**src/rtl/master_wr_mem_control_if.sv**
```systemverilog
// Bundle between the master FSM / output memory bank and the write controller.
// The controller takes the slave modport; the master FSM side takes the master modport.
interface master_wr_mem_control_if #(
   parameter int ADDR_WIDTH   = 8,
   parameter int WIDTH_HEIGHT = 16
);
   localparam int CW = $clog2(WIDTH_HEIGHT);

   // Handshake: active is a start request that is accepted on any clock edge where busy is low.
   // busy stays high from the accepting edge through the done cycle. done pulses for exactly one cycle per tile.
   logic                               active;
   logic [ADDR_WIDTH-1:0]              base_addr;
   logic [CW-1:0]                      num_row;
   logic [CW-1:0]                      num_col;
   logic [ADDR_WIDTH*WIDTH_HEIGHT-1:0] out_addr;
   logic [WIDTH_HEIGHT-1:0]            out_wr_en;
   logic                               busy;
   logic                               done;
   logic [1:0]                         state_dbg;

   modport master (
      output active, base_addr, num_row, num_col,
      input  out_addr, out_wr_en, busy, done, state_dbg
   );

   modport slave (
      input  active, base_addr, num_row, num_col,
      output out_addr, out_wr_en, busy, done, state_dbg
   );
endinterface

```
**src/rtl/master_wr_mem_control.sv**
```systemverilog
// Drains a diagonally skewed systolic result wavefront into per-column output memories.
// Column c writes result row r at write cycle t = r + c. All outputs are decoded from registered state.
module master_wr_mem_control #(
   parameter int ADDR_WIDTH   = 8,
   parameter int WIDTH_HEIGHT = 16,
   parameter int LEAD_CYCLES  = 2
) (
   input  logic                     clk,
   input  logic                     reset,
   master_wr_mem_control_if.slave   bus
);
   localparam int CW = $clog2(WIDTH_HEIGHT);
   localparam int TW = CW + 1;
   localparam int LW = (LEAD_CYCLES > 1) ? $clog2(LEAD_CYCLES) : 1;
   localparam logic [LW-1:0] LEAD_LAST = LW'((LEAD_CYCLES > 0) ? LEAD_CYCLES - 1 : 0);

   localparam logic [1:0] S_IDLE  = 2'd0;
   localparam logic [1:0] S_WAIT  = 2'd1;
   localparam logic [1:0] S_WRITE = 2'd2;
   localparam logic [1:0] S_DONE  = 2'd3;

   logic [1:0]            state;
   logic [LW-1:0]         lead_cnt;
   logic [TW-1:0]         t;
   logic [ADDR_WIDTH-1:0] base_q;
   logic [CW-1:0]         num_row_q;
   logic [CW-1:0]         num_col_q;
   logic [TW-1:0]         t_last;

   assign t_last = {1'b0, num_row_q} + {1'b0, num_col_q};

   always_ff @(posedge clk) begin
      if (reset) begin
         state     <= S_IDLE;
         lead_cnt  <= '0;
         t         <= '0;
         base_q    <= '0;
         num_row_q <= '0;
         num_col_q <= '0;
      end else begin
         case (state)
            S_IDLE: begin
               if (bus.active) begin
                  base_q    <= bus.base_addr;
                  num_row_q <= bus.num_row;
                  num_col_q <= bus.num_col;
                  lead_cnt  <= '0;
                  t         <= '0;
                  state     <= (LEAD_CYCLES == 0) ? S_WRITE : S_WAIT;
               end
            end
            S_WAIT: begin
               if (lead_cnt == LEAD_LAST) begin
                  lead_cnt <= '0;
                  t        <= '0;
                  state    <= S_WRITE;
               end else begin
                  lead_cnt <= lead_cnt + 1'b1;
               end
            end
            S_WRITE: begin
               if (t == t_last) begin
                  state <= S_DONE;
               end else begin
                  t <= t + 1'b1;
               end
            end
            default: begin
               state <= S_IDLE;
            end
         endcase
      end
   end

   logic [WIDTH_HEIGHT-1:0]            en_vec;
   logic [ADDR_WIDTH*WIDTH_HEIGHT-1:0] addr_vec;

   // Column c is on the wavefront when its row index t-c lies inside the latched tile.
   always_comb begin
      en_vec   = '0;
      addr_vec = '0;
      for (int c = 0; c < WIDTH_HEIGHT; c++) begin
         logic [TW-1:0] col;
         logic [TW-1:0] row;
         col = TW'(c);
         row = t - col;
         if ((state == S_WRITE) && (col <= {1'b0, num_col_q}) && (t >= col) &&
             (row <= {1'b0, num_row_q})) begin
            en_vec[c] = 1'b1;
            addr_vec[c*ADDR_WIDTH +: ADDR_WIDTH] = base_q + ADDR_WIDTH'(row);
         end
      end
   end

   assign bus.out_wr_en = en_vec;
   assign bus.out_addr  = addr_vec;
   assign bus.busy      = (state != S_IDLE);
   assign bus.done      = (state == S_DONE);
   assign bus.state_dbg = state;
endmodule

```
**src/flat_wrapper.sv**
```systemverilog
// flat-port wrapper written by rule: the top's interface ports become plain ports
module master_wr_mem_control_flat 
#(
   parameter int ADDR_WIDTH   = 8,
   parameter int WIDTH_HEIGHT = 16,
   parameter int LEAD_CYCLES  = 2
)
  (clk, reset, bus_active, bus_base_addr, bus_num_row, bus_num_col, bus_out_addr, bus_out_wr_en, bus_busy, bus_done, bus_state_dbg);
  master_wr_mem_control_if #(.ADDR_WIDTH(ADDR_WIDTH), .WIDTH_HEIGHT(WIDTH_HEIGHT)) bus_i ();
  input  logic clk;
  input  logic reset;
  input wire logic [$bits(bus_i.active)-1:0] bus_active;
  input wire logic [$bits(bus_i.base_addr)-1:0] bus_base_addr;
  input wire logic [$bits(bus_i.num_row)-1:0] bus_num_row;
  input wire logic [$bits(bus_i.num_col)-1:0] bus_num_col;
  output wire logic [$bits(bus_i.out_addr)-1:0] bus_out_addr;
  output wire logic [$bits(bus_i.out_wr_en)-1:0] bus_out_wr_en;
  output wire logic [$bits(bus_i.busy)-1:0] bus_busy;
  output wire logic [$bits(bus_i.done)-1:0] bus_done;
  output wire logic [$bits(bus_i.state_dbg)-1:0] bus_state_dbg;
  assign bus_i.active = bus_active;
  assign bus_i.base_addr = bus_base_addr;
  assign bus_i.num_row = bus_num_row;
  assign bus_i.num_col = bus_num_col;
  assign bus_out_addr = bus_i.out_addr;
  assign bus_out_wr_en = bus_i.out_wr_en;
  assign bus_busy = bus_i.busy;
  assign bus_done = bus_i.done;
  assign bus_state_dbg = bus_i.state_dbg;
  master_wr_mem_control #(.ADDR_WIDTH(ADDR_WIDTH), .WIDTH_HEIGHT(WIDTH_HEIGHT), .LEAD_CYCLES(LEAD_CYCLES)) u_core (.clk(clk), .reset(reset), .bus(bus_i));
endmodule
```
**config.mk**
```make
export PLATFORM = sky130hd
export DESIGN_NAME = master_wr_mem_control_flat
export DESIGN_NICKNAME = d
export VERILOG_FILES = /design/src/rtl/master_wr_mem_control_if.sv /design/src/rtl/master_wr_mem_control.sv /design/src/flat_wrapper.sv
export SDC_FILE = /design/constraint.sdc
export NUM_CORES = 1
export LEC_CHECK = 0
export CORE_ASPECT_RATIO = 0.6
export CORE_UTILIZATION = 50
export CTS_CLUSTER_SIZE = 20
export DETAILED_ROUTE_END_ITERATION = 16
export PLACE_DENSITY = 0.88
export SYNTH_ARGS = -nofsm -noshare
export SYNTH_HDL_FRONTEND = slang
export SYNTH_SLANG_ARGS = --single-unit
```
**constraint.sdc**
```tcl
create_clock -name clk -period 7.2 [get_ports clk]
set_clock_uncertainty 0.15 [all_clocks]
set_input_delay 0.72 -clock clk [delete_from_list [all_inputs] [get_ports clk]]
set_output_delay 0.72 -clock clk [all_outputs]
set_load 0.02 [all_outputs]
```
==> flow_metrics.env <==
export IMPL_post_dp_hpwl_mm=15.0
export IMPL_clock_tree_htree_level_count=1
export IMPL_via_count_of_the_first_global_routing_pass=6066
export IMPL_r2r_end="u_core.bus.state_dbg[0]"
export IMPL_fill_cells=1018
export IMPL_worst_hold_path_num_cells=2
export IMPL_max_freq_ghz=0.186
export IMPL_grt_start_max_net_pins=40
export IMPL_worstPathMaxFanout=15
export IMPL_outcome="finished, final reports clean"
export IMPL_yosysWarningCount=0
export IMPL_setup_worst_path_end_class="primary output"
export IMPL_dieArea_mm2=0.0122
export IMPL_antenna_found_initial=0
export IMPL_globalplace_congestion=1.05
export IMPL_synth_largest_type_area_fraction_pct=22.0
export IMPL_critPathBufInv=3
export IMPL_wl_mm=19.6
export IMPL_cts_hold_buf=0
export IMPL_via_per_inst=5.73
export IMPL_final_min_clock_period_ns=5.39
export IMPL_timing_critical_path_slowest_stage_cell="sky130_fd_sc_hd__dfxtp_1"
export IMPL_firstDrtPassIters=6
export IMPL_type_of_the_setup_path_with_the_least_slack="reg -> out"
export IMPL_endpoint_worst_hold="u_core.num_row_q[2]"
export IMPL_layout_nets=1128
export IMPL_post_synth_most_frequent_cells="sky130_fd_sc_hd__nor2_1, sky130_fd_sc_hd__ha_1, sky130_fd_sc_hd__a21oi_1"
export IMPL_cell_area_placed_mm2=0.00760
export IMPL_route_detailed_drc=0
export IMPL_async_s_r_ff_share_synth_pct=0
export IMPL_synthMostInstantiatedCell="sky130_fd_sc_hd__nor2_1"
export IMPL_hold_viol=0
export IMPL_worstReg2RegStart="u_core.num_col_q[0]"
export IMPL_antenna_cells_inserted=0
export IMPL_floorplan_die_width_um=142
export IMPL_grt_first_pass_wirelength_mm=31.1
export IMPL_p_per_area_mw_per_mm2=146
export IMPL_yosysTopAreaCell="sky130_fd_sc_hd__ha_1"
export IMPL_worst_skew_pair_late_latency_ns=0.26
export IMPL_clock_buffer_count_from_cts=3
export IMPL_tightestPinTransition_ns=1.10
export IMPL_max_cap_violations=0
export IMPL_postRouteAntennaNets=0
export IMPL_fin_setup_tns_ns=0
export IMPL_synth_top_cells_by_area="sky130_fd_sc_hd__ha_1, sky130_fd_sc_hd__xnor2_1, sky130_fd_sc_hd__dfxtp_1"
export IMPL_synthesis_area_mm2=0.00587
export IMPL_die_h_um=85.9
export IMPL_ir_worst_vdd_uv=133
export IMPL_cts_setup_buffers=0
export IMPL_synth_edff_count=0
export IMPL_detail_route_iter0_violations=588
export IMPL_timing_critical_path_arrival_ns=4.52
export IMPL_crit_chain="inv_1, ha_1, a21oi_1, xnor2_1, inv_1, ha_1, a21boi_0, o21ai_0, o2111ai_1, nor3_1, clkdlybuf4s50_1"
export IMPL_path_clk_slew_ns=0.06
export IMPL_layout_area_overhead_vs_synth_pct=31.1
export IMPL_port_buffers=166
export IMPL_dominant_register_cell_in_the_synthesized_netlist="sky130_fd_sc_hd__dfxtp_1"
export IMPL_cts_repair_resized=0
export IMPL_global_route_overflow_total=0
export IMPL_worst_hold_path_type="reg -> reg"
export IMPL_seq_area_frac_synth_pct=8.19
export IMPL_cpLargestDelayFamily="buffers and inverters"
export IMPL_wl_per_cell_um=16.9
export IMPL_power_total_mw=1.12
export IMPL_finalCoreUtilization_pct=67.6
export IMPL_num_io_pins=167
export IMPL_period_share_pct=74.8
export IMPL_synth_cells=861
export IMPL_slew_violations=0
export IMPL_worst_slew_margin_rel_pct=26.6
export IMPL_p_leak_nw=3.29
export IMPL_cts_tree="built"
export IMPL_cts_sinks=24
export IMPL_setup_repair_after_global_routing_missed_its_margin="false"
export IMPL_vias=6641
export IMPL_fraction_of_layout_instances_using_a_drive_strength_above_1_pct=1.80
export IMPL_crit_path_largest_cell_delay_ns=0.79
export IMPL_finalSetupViolCount=0
export IMPL_r2r_slack_ns=4.37
export IMPL_stdcell_area_mm2=0.00769
export IMPL_timing_reg2reg_worst_path_depth=8
export IMPL_initial_utilization_pct=51.6
export IMPL_cts_root_buffer_cell="sky130_fd_sc_hd__clkbuf_16"
export IMPL_worst_setup_path_start_kind="flop"
export IMPL_groute_usage_overall_pct=32.0
export IMPL_clock_tree_buffer_depth=2
export IMPL_synth_cell_types=56
export IMPL_hold_start="u_core.num_row_q[2]"
export IMPL_core_rowCount=30
export IMPL_syn_avg_cell_area_um2=6.81
export IMPL_synth_ff_latch_count=24
export IMPL_required_ns=6.33
export IMPL_core_area_mm2=0.0114
export IMPL_synth_nets=988
## logic make-up (layout without fill, tap and decap cells)
family / Yosys count / in the layout / share of synthesized area, %
compound gates: 235 / 235 / 24.2
xor+xnor: 77 / 77 / 11.5
fa+ha+maj: 108 / 108 / 23.7
buf+inv: 111 / 250 / 7.46
flops: 24 / 24 / 8.19
mux: 2 / 2 / 0.341
simple gates: 304 / 304 / 24.7
## final cells by class
| type | count | area (um^2) | area share [%] |
|---|---|---|---|
| clock buffer | 4 | 88.8 | 1.16 |
| sequential | 24 | 480 | 6.25 |
| inverter | 77 | 289 | 3.76 |
| multi-input combinational | 726 | 4950 | 64.3 |
| tap | 160 | 200 | 2.60 |
| timing repair buffer | 169 | 1680 | 21.9 |
## power breakdown
group	total, mW	leakage [nW]	switching, mW	internal (mW)
Combinational	0.764	3.05	0.457	0.307
Sequential	0.222	0.196	0.0668	0.156
Clock	0.134	0.0442	0.0485	0.0850
Total	1.12	3.29	0.572	0.548
## worst max path at each step
stage           startpoint               end  slack (ns)  cells past startpoint
6_report       u_core.t[2]  bus_out_addr[92]        1.81                     11
5_1_grt        u_core.t[1]  bus_out_addr[12]        1.54                     11
4_1_cts        u_core.t[2]  bus_out_addr[92]        1.93                     11
3_5_place_dp   u_core.t[2]  bus_out_addr[92]        2.23                     11
3_3_place_gp   u_core.t[1]  bus_out_addr[12]        2.22                     11
2_1_floorplan  u_core.t[1]  bus_out_addr[12]        3.38                     10
## placed cells by master, fill, tap and decap left out, drive strengths merged, types with 13 or more instances in the layout
cell           instances
a21boi                15
a21o                  28
a21oi                 86
clkdlybuf4s50        166
dfxtp                 24
ha                   103
inv                   76
nand2                 68
nor2                 108
nor2b                 30
nor3                  37
o21a                  13
o21ai                 61
or3                   13
xnor2                 57
xor2                  20
## worst min-delay path, cell delays in order, from the launching register on
cell,delay [ns]
sky130_fd_sc_hd__dfxtp_1,0.33
sky130_fd_sc_hd__nand2_1,0.06
sky130_fd_sc_hd__a21oi_1,0.05
## state kept, by name, indices dropped and copies added, names as in the netlist
name	flops
u_core.lead_cnt	1
u_core.base_q	8
u_core.num_col_q	4
u_core.num_row_q	4
u_core.t	5
u_core.bus.state_dbg	2
## metrics by stage
stage	hold WS (ns)	setup slack, ns	instances
floorplan	0.303	3.38	861
global placement	0.320	2.22	1156
detailed placement	0.325	2.23	1156
CTS	0.333	1.93	1160
global route	0.365	1.54	1160
finish	0.341	1.81	1160
## metal layers
metal,share of wire (%),vias up,global-route usage [%]
met5,0,-,0
met1,49,3024,46.7
li1,-,3246,-
met2,41,339,49.5
met3,8.9,32,4.08
met4,1.7,0,7.72
Power figures use the tool's default switching activity.
